==> src/rtl/instr_fetch.sv <==
// Instruction-fetch stage: owns the PC, fetches one word per instruction over
// a req/ack handshake, holds it for decode, and computes next PC on retire.
module instr_fetch #(
  parameter logic [31:0] RESET_PC = 32'h0000_0000,
  parameter int unsigned COUNT_W  = 32
) (
  input  logic               clk,
  input  logic               rst_n,
  output logic               imem_req,
  output logic [31:0]        imem_addr,
  input  logic               imem_ack,
  input  logic [31:0]        imem_rdata,
  output logic [31:0]        instr,
  output logic               instr_valid,
  output logic [31:0]        pc,
  output logic [31:0]        pc_plus4,
  input  logic               retire,
  input  logic               branch,
  input  logic               jump,
  input  logic               zero,
  output logic [COUNT_W-1:0] instr_count
);

  typedef enum logic [1:0] {
    IDLE = 2'd0,
    REQ  = 2'd1,
    HOLD = 2'd2
  } state_t;

  state_t      state, next_state;
  logic        load_instr;
  logic        do_retire;
  logic [31:0] next_pc;
  logic [31:0] branch_off;

  assign imem_addr = pc;
  assign pc_plus4  = pc + 32'd4;

  always_ff @(posedge clk or negedge rst_n) begin
    if (!rst_n) state <= IDLE;
    else        state <= next_state;
  end

  always_comb begin
    next_state  = state;
    imem_req    = 1'b0;
    instr_valid = 1'b0;
    load_instr  = 1'b0;
    do_retire   = 1'b0;
    unique case (state)
      IDLE: next_state = REQ;
      REQ: begin
        imem_req = 1'b1;
        if (imem_ack) begin
          load_instr = 1'b1;
          next_state = HOLD;
        end
      end
      HOLD: begin
        instr_valid = 1'b1;
        if (retire) begin
          do_retire  = 1'b1;
          next_state = REQ;
        end
      end
      default: next_state = IDLE;
    endcase
  end

  // Jump outranks branch; branch target is word offset relative to pc+4.
  always_comb begin
    branch_off = {{14{instr[15]}}, instr[15:0], 2'b00};
    if (jump)                 next_pc = {pc_plus4[31:28], instr[25:0], 2'b00};
    else if (branch && zero)  next_pc = pc_plus4 + branch_off;
    else                      next_pc = pc_plus4;
  end

  always_ff @(posedge clk or negedge rst_n) begin
    if (!rst_n) begin
      pc          <= RESET_PC;
      instr       <= '0;
      instr_count <= '0;
    end else begin
      if (load_instr) instr <= imem_rdata;
      if (do_retire) begin
        pc          <= next_pc;
        instr_count <= instr_count + COUNT_W'(1);
      end
    end
  end

endmodule

==> config.mk <==
export PLATFORM = sky130hd
export DESIGN_NAME = instr_fetch
export DESIGN_NICKNAME = d
export VERILOG_FILES = /design/src/rtl/instr_fetch.sv
export SDC_FILE = /design/constraint.sdc
export NUM_CORES = 1
export LEC_CHECK = 0
export ABC_AREA = 1
export CORE_ASPECT_RATIO = 0.9
export CORE_MARGIN = 2
export CORE_UTILIZATION = 46
export DETAILED_ROUTE_END_ITERATION = 8
export PLACE_DENSITY = 0.86
export SYNTH_ARGS = -nofsm -noshare
export SYNTH_HDL_FRONTEND = slang
export SYNTH_SLANG_ARGS = --single-unit
export TNS_END_PERCENT = 20
==> constraint.sdc <==
create_clock -name clk -period 2.83 [get_ports clk]
set_input_delay 0.283 -clock clk [delete_from_list [all_inputs] [get_ports clk]]
set_output_delay 0.283 -clock clk [all_outputs]
set_load 0.01 [all_outputs]
==> After elaboration in Yosys (flattened, before gate mapping) <==
Index checks and enable logic that the tools add are counted.
{ "op_classes": {"n_addsub": 3, "n_mul": 0, "div_mod_pow": 0, "n_lt_le_gt_ge": 0, "n_eq_ne": 4, "n_shift": 0, "n_mux": 11, "bitwise_logic": 0, "n_reduce_logical": 3} }
{ "op_table": {"columns": ["op", "n"], "rows": [
  ["two-way mux 32 bit", 2],
  ["adder 32 x 1 -> 32 bit, second input constant", 1],
  ["adder 32 x 3 -> 32 bit, second input constant", 1],
  ["adder 32 bit", 1],
  ["two-way mux 1 bit", 6],
  ["one-hot mux 2 bit (3 select lines)", 1],
  ["two-way mux 2 bit", 2],
  ["inequality test 2 bit, second input constant", 2],
  ["== test 2 x 1 -> 1 bit, second input constant", 1],
  ["== test 2 bit, second input constant", 1],
  ["logical NOT 2 bit", 1],
  ["AND reduction 2 bit", 1],
  ["logical AND 1 bit", 1]
]} }
{ "word_totals": {"reg_bits": 98, "latchBits": 0, "ram_bits": 0, "rom_bits": 0, "inputBits": 39, "output_inout_bits": 162, "word_cells": 25, "n_memories": 0} }

==> Longest topological paths before layout <==
Gate-level depths: netlist of run 1.
{ "depth": {"word_depth": 4, "mapped_depth": 24, "mapped_depth_nobuf": 24} }

==> Worst setup path before layout of run 1 <==
OpenSTA, ideal clock, no wires.
{ "synth_path": {"kind": "reg-to-reg", "start": "register pc[3] (netlist: imem_addr[3])", "end": "register pc[13] (netlist: imem_addr[13])", "setup_ns": 0.117, "t_arrival_ns": 2.805, "required_time_ns": 2.714, "setup_slack_ns": -0.092, "stages_incl_launch_ff": 19, "path_buffers": 0, "period_less_slack_ns": 2.922, "cell_sequence": "dfrtp_1 > ha_1 > nand2_1 > nor2_2 > nand3_1 > nor2_2 > xor2_1 > ha_1 > nand2_1 > inv_1 > nand2_1 > nand2_1 > inv_1 > nand3_1 > or2_2 > nand3_1 > nand3_1 > nand2_1 > nand2_1"} }
{ "synth_via": {"elab_chain_len": 4} }
{ "synth_rtl": {"columns": ["item", "line_no", "text"], "rows": [
  ["start: declaration", "15", "output logic [31:0] pc,"],
  ["start signal: assignment", "86", "pc <= next_pc;"],
  ["adder 32 x 3 -> 32 bit", "37", "assign pc_plus4 = pc + 32'd4;"],
  ["via pc_plus4[12]", "16", "output logic [31:0] pc_plus4,"],
  ["adder 32 bit", "74", "else if (branch && zero) next_pc = pc_plus4 + branch_off;"],
  ["two-way mux 32 bit", "74", null],
  ["two-way mux 32 bit", "73", "if (jump) next_pc = {pc_plus4[31:28], instr[25:0], 2'b00};"]
]} }
The timed path passes the listed nets, and every way through them passes these cells.
A chain may end at the register's enable or synchronous reset.

==> Worst setup path in the final report of run 1 <==
{ "layout_path": {"start": "register pc[2] (netlist: imem_addr[2])", "end": "register pc[13] (netlist: imem_addr[13])"} }
{ "layout_via": {"elab_chain_len": 4} }
{ "layout_rtl": {"columns": ["item", "line_no"], "rows": [
  ["adder 32 x 3 -> 32 bit *", "37"],
  ["adder 32 bit", "74"],
  ["two-way mux 32 bit *", "74"],
  ["two-way mux 32 bit *", "73"]
]} }
Mark *: on every way between the ends. The rest lies on a longest branch, timed or not.

==> results of run 1 <==
layout make-up:
| class | instances | area share, % |
|---|---|---|
| Sequential cell | 96 | 19.3 |
| Inverter | 195 | 5.89 |
| Timing Repair Buffer | 352 | 25.3 |
| Clock buffer | 9 | 1.80 |
| Clock inverter | 7 | 0.692 |
| Tap cell | 240 | 2.41 |
| Multi-Input combinational cell | 920 | 44.6 |
sequential cells by signal, summed over array words and instances (netlist names):
signal and count:
imem_addr 30, state 2, instr_count 32, instr 32
power by group through the flow:
stage               Combinational, W  Clock, W  Sequential [W]
floorplan                    0.00521         0         0.00262
global placement              0.0100         0         0.00236
detailed placement            0.0101         0         0.00239
CTS                           0.0109   0.00130         0.00238
global route                  0.0131   0.00134         0.00249
finish                        0.0121   0.00129         0.00244
what timing repair did:
action | CTS | global route
setup endpoints to repair | 28 | 32
gates resized for setup | 90 | 111
pin swaps | 26 | 31
buffers inserted | 10 | 10
hold buffers | 1 | 0
hold endpoints to repair | 48 | 0
layer usage:
layer	up-vias	GRT usage [%]
li1	4513	-
met1	4391	42.3
met2	536	54.2
met3	117	5.72
met4	0	9.99
met5	-	0
cell families (layout without fill, tap and decap cells):
family / after synthesis / in the layout / share of synthesized area, %
mux: 21 / 21 / 2.90
flops: 96 / 96 / 29.4
fa+ha+maj: 38 / 38 / 5.91
xor+xnor: 48 / 48 / 5.15
other cells: 1 / 6 / 0.0459
simple gates: 713 / 713 / 37.0
buf+inv: 253 / 563 / 13.3
compound gates: 94 / 94 / 6.27
critical path: stages, from the launching register on:
cell and delay [ps]:
dfrtp_2 430, ha_4 170, nand2_4 60, nor2_4 170, nand2_2 120, nor2_4 120
buf_4 140, xor2_4 200, ha_4 240, nand2_2 110, inv_1 60, nand2_1 80
nand2_1 50, nand2_1 70, nand3_2 170, or2_2 330, nand3_1 70, nand3_1 70
nand2_1 90, nand2_1 50
metrics by stage:
step / total power [W] / cell area [µm²] / hold slack (ps) / util (%)
floorplan: 0.00782 / 8200 / -12.6 / -
global placement: 0.0124 / 11100 / 359 / 63.6
detailed placement: 0.0125 / 11100 / 365 / 63.6
CTS: 0.0146 / 11900 / 493 / 68.1
global route: 0.0169 / 12500 / 510 / 71.4
finish: 0.0158 / 12500 / 490 / 71.4
worst paths after layout:
kind                                              from                          end  depth (start not counted)
max                           imem_addr[2]$_DFFE_PN0P_    imem_addr[13]$_DFFE_PN0P_                         19
min                        instr_count[31]$_DFFE_PN0P_  instr_count[31]$_DFFE_PN0P_                          1
max reg2reg                   imem_addr[2]$_DFFE_PN0P_    imem_addr[13]$_DFFE_PN0P_                         19
min reg2reg                instr_count[31]$_DFFE_PN0P_  instr_count[31]$_DFFE_PN0P_                          1
max in group asynchronous                        rst_n     imem_addr[6]$_DFFE_PN0P_                          3
min in group asynchronous                        rst_n        instr[20]$_DFFE_PN0P_                          2
cell usage in the layout (no fill, tap or decap), types with 23 or more instances in the layout:
cell type and instances:
ha_4 23, inv_1 181, a21oi_1 44, nand2_1 400, xor2_1 23, nand2_2 45
buf_4 156, nor2_4 25, nor2_1 81, nand3_1 71, clkdlybuf4s50_1 190, dfrtp_1 93
==> impl_metrics.py, run 1 <==
metrics = {
    "status": {
        "status": "finished, violations left",
        "failed_checks": "negative setup slack",
    },
    "sta": {
        "period_share_pct": 103,
        "slew_violations": 0,
        "period_minus_slack_ps": 2920,
        "rsz0062_at_grt": "yes",
        "finClkSkew_ps": 15.2,
        "clock.fmax_mhz": 343,
        "hold_viol": 0,
        "layout_setup_ws_ps": -87.7,
        "setup_viol": 13,
        "tns_ps": -578,
        "tightest_slew_ps": 694,
        "slew_headroom_pct": 53.7,
    },
    "synth": {
        "synth.distinct_cells": 43,
        "ys_seq_area_share_pct": 29.4,
        "yosys-top-cells-count": "nand2_1 (449), inv_1 (193), nor2_1 (115)",
        "synth_top_area_share_pct": 29.4,
        "synthCells": 1264,
        "synth_most_common_cell": "nand2_1",
        "synthTopCellsByArea": "dfrtp_1 (29%), nand2_1 (21%), inv_1 (8.9%), ha_1 (5.7%), nor2_1 (5.3%)",
        "ys_ff_latch": 96,
        "synth_ff_type": "dfrtp_1",
        "yosys.area.top_type": "dfrtp_1",
        "synth_edf_count": 0,
        "netlist_area_um2": 8170,
        "ys_warn_count": 0,
        "syn_avg_cell_area_um2": 6.46,
        "async_reset_ff_share_pct": 100,
    },
    "cts": {
        "clock_path_buffers": 2,
        "cts.reportedPaths.clkPinSlew_ps": 90,
        "htreeDepth": 3,
        "numCtsBuffers": 9,
        "clock-root-buffer": "clkbuf_16",
        "clock_sinks": 96,
        "clock_latency_ps": 370,
        "tritoncts": "yes",
    },
    "placed_design": {
        "gp_congestion": 1.01,
        "dp_cells": 1782,
        "portBuffers": 194,
        "post-place-ws_ps": -391,
        "dpl.hpwl_um": 23300,
    },
    "final_layout": {
        "stdcell_count": 1819,
        "n_fill_cell": 1420,
        "syn2layout_area_growth_pct": 52.9,
        "diodes": 0,
        "regArea_um2": 2410,
        "drive_gt1_share_pct": 24.3,
        "multiInputGateArea_um2": 5570,
        "fin_nets": 1651,
    },
    "setup_path": {
        "cp_max_fo": 4,
        "cp.arrival_ps": 3170,
        "critical_path_class": "reg -> reg",
        "end_kind": "flop",
        "cp-start-kind": "flop",
        "crit_required_ps": 3080,
        "rrSetupSlack_ps": -90,
    },
    "power_and_ir_drop": {
        "p_per_area_nw_per_um2": 1270,
        "pwr-share-comb_pct": 76.4,
        "p_clk_share_pct": 8.1,
        "leakage_nw": 6.24,
        "power_frac_seq_pct": 15.5,
        "irDropWorstVdd_mv": 0.906,
        "power_switching_share_pct": 48.8,
        "power.switching_w": 0.00771,
        "p_int_w": 0.00808,
    },
    "job": {
        "maxCapViolCount": 0,
    },
    "floorplanning": {
        "num_io_pins": 201,
        "die_h_um": 130,
        "core-area_um2": 17500,
        "start_util_pct": 46.7,
        "rows": 46,
        "die-area_um2": 18800,
        "die_x_um": 144,
    },
    "global_routing": {
        "globalRoute.totalOverflow": 0,
        "grt_first_pass_wirelength_um": 46600,
        "grt_max_degree": 50,
        "antenna_found_initial": 0,
        "track_usage_pct": 32.1,
        "grt_pass1_vias": 9012,
    },
    "routing": {
        "wire_per_inst_um": 17.1,
        "drt-total-wl_um": 31100,
        "met3_length_um": 2820,
        "wl_met1_um": 12400,
        "routed_via_density": 5.25,
        "drcViolationCount": 0,
        "first_pass_iters": 7,
        "drt_iter0_markers": 784,
        "ant_nets": 0,
        "vias": 9557,
        "routed-wl-met2_um": 14600,
        "top_layer_used": "met4",
    },
    "hold_path": {
        "worstHoldPathType": "reg -> reg",
    },
}
Note: power is estimated with default switching activity, not from simulation.
==> run 2, diff against run 1 <==
CELL_PAD_IN_SITES_DETAIL_PLACEMENT = 0   (was default)
CELL_PAD_IN_SITES_GLOBAL_PLACEMENT = 2   (was default)
CORE_UTILIZATION = 24   (was 46)
RECOVER_POWER = 100   (was default)
==> impl_metrics.py, run 2 (synthesized netlist as in run 1, its figures left out) <==
metrics = {
    "setup_path": {
        "cp_max_fo": 4,
        "critPathTopFamily": "simple AND/OR/NAND/NOR gates",
        "crit_required_ps": 3080,
        "critical_path_class": "reg -> reg",
        "cp.arrival_ps": 3120,
        "crit_chain": "ha_4, nand2_4, nor2_4, nand3_4, nor2_4, nand2_1, o21a_2, ha_4, nand2_4, nor2_4, buf_4, nand2_1, nand3_1, nand2_2, nand3_1, nand2_1, nand3_1, nand2_1, nand2_1, nand2_1",
        "cp_slowest_cell": "dfrtp_2",
        "cp_num_buf_inv": 1,
        "timing.critical_path.from": "imem_addr[2]$_DFFE_PN0P_",
        "cpPeakStageDelay_ps": 410,
        "cp_common_cell": "nand2_1",
        "r2r-start": "imem_addr[2]$_DFFE_PN0P_",
        "end_kind": "flop",
        "cp-start-kind": "flop",
    },
    "global_routing": {
        "track_usage_pct": 18.4,
        "antenna_found_initial": 0,
        "globalRoute.totalOverflow": 0,
        "grt_pass1_vias": 8858,
        "grt_first_pass_wirelength_um": 49700,
        "grt_max_degree": 52,
    },
    "routing": {
        "ant_nets": 0,
        "first_pass_iters": 4,
        "wire_per_inst_um": 15.8,
        "drt-total-wl_um": 33000,
        "routed_via_density": 4.40,
        "drcViolationCount": 0,
        "vias": 9192,
        "drt_iter0_markers": 614,
    },
    "sta": {
        "period_minus_slack_ps": 2870,
        "clock.fmax_mhz": 349,
        "slew_violations": 0,
        "tns_ps": -83.6,
        "layout_setup_ws_ps": -38.3,
        "rsz0062_at_grt": "yes",
        "period_share_pct": 101,
        "setup_viol": 7,
        "tightest_slew_ps": 1420,
        "slew_headroom_pct": 5.02,
        "hold_viol": 0,
        "finClkSkew_ps": 20.4,
    },
    "hold_path": {
        "worstHoldPathType": "reg -> reg",
        "hold_path_startpoint": "instr_count[31]$_DFFE_PN0P_",
    },
    "final_layout": {
        "diodes": 0,
        "syn2layout_area_growth_pct": 61.1,
        "mostFrequentLayoutCells": "nand2_1 (374), buf_4 (194), inv_1 (180)",
        "n_fill_cell": 3697,
        "fin_area_um2": 13200,
        "layout_commonest_cell": "nand2_1",
        "drive_gt1_share_pct": 27.8,
        "stdcell_count": 2090,
        "fin_nets": 1700,
        "post-route-util_pct": 38.9,
    },
    "placed_design": {
        "dpl.hpwl_um": 25800,
        "place_area_um2": 11700,
        "dp_cells": 2048,
        "gp_congestion": 0.867,
        "portBuffers": 194,
    },
    "cts": {
        "clock_path_buffers": 2,
        "cts.reportedPaths.clkPinSlew_ps": 80,
        "htreeDepth": 3,
        "numCtsBuffers": 9,
        "clock_sinks": 96,
        "clock-root-buffer": "clkbuf_16",
        "tritoncts": "yes",
        "clock_latency_ps": 370,
    },
    "floorplanning": {
        "start_util_pct": 24.2,
        "die_x_um": 198,
        "core-area_um2": 33800,
        "rows": 64,
        "num_io_pins": 201,
        "die-area_um2": 35500,
        "die_h_um": 179,
    },
    "power_and_ir_drop": {
        "p_per_area_nw_per_um2": 1240,
        "irDropWorstVdd_mv": 0.494,
        "leakage_nw": 6.64,
        "total_power_w": 0.0163,
    },
    "job": {
        "maxCapViolCount": 0,
    },
    "status": {
        "status": "finished, violations left",
        "failed_checks": "negative setup slack",
    },
}
==> run 2: layout make-up <==
| class | count | area [µm²] | area share (%) |
|---|---|---|---|
| Clock buffer | 10 | 239 | 1.82 |
| Tap cell | 462 | 578 | 4.40 |
| Inverter | 195 | 734 | 5.58 |
| Sequential cell | 96 | 2410 | 18.3 |
| Multi-Input combinational cell | 920 | 5640 | 42.9 |
| Timing Repair Buffer | 401 | 3470 | 26.4 |
| Clock inverter | 6 | 81.3 | 0.618 |
==> run 2: worst register-to-register path, cell delays in order, from the launching register on <==
cell and delay (ps):
dfrtp_2 410, ha_4 160, nand2_4 50, nor2_4 170
nand3_4 110, nor2_4 200, nand2_1 90, o21a_2 230
ha_4 310, nand2_4 80, nor2_4 130, buf_4 130
nand2_1 50, nand3_1 120, nand2_2 80, nand3_1 70
nand2_1 50, nand3_1 100, nand2_1 90, nand2_1 60
nand2_1 40
==> run 2: power by group <==
group	total (W)	internal, W	switching [W]
Combinational	0.0125	0.00575	0.00671
Clock	0.00139	0.000736	0.000656
Sequential	0.00240	0.00186	0.000541
==> run 2: path summary, 6_finish.rpt <==
kind | to | slack [ps] | cells past startpoint
worst max-delay path | imem_addr[23]$_DFFE_PN0P_ | -40 | 20
worst min-delay path | instr_count[31]$_DFFE_PN0P_ | 480 | 1
worst max register to register | imem_addr[23]$_DFFE_PN0P_ | -40 | 20
worst min register to register | instr_count[31]$_DFFE_PN0P_ | 480 | 1
max in group asynchronous | imem_addr[3]$_DFFE_PN0P_ | 450 | 3
min in group asynchronous | imem_addr[24]$_DFFE_PN0P_ | 730 | 2
==> run 2: per-layer routing <==
metal	vias to the layer above	routed length (µm)	track usage, %
li1	4604	-	-
met1	4324	15700	25.7
met3	30	1520	2.84
met5	-	0	0
met4	0	572	4.70
met2	234	15200	29.5
==> run 2: timing repair <==
action	4_1_cts	5_1_grt
endpoints found under the setup margin	34	36
setup buffers	14	12
endpoints found under the hold margin	42	0
hold buffers	1	0
cloned	0	0
pin swaps	38	54
gates resized for setup	105	153
==> run 2: per-stage QoR <==
stage / worst slack [ps] / hold slack (ps)
3_3_place_gp: -326 / 372
3_5_place_dp: -346 / 370
2_1_floorplan: 25.9 / -12.6
4_1_cts: -39.3 / 486
5_1_grt: -223 / 500
6_report: -38.3 / 478
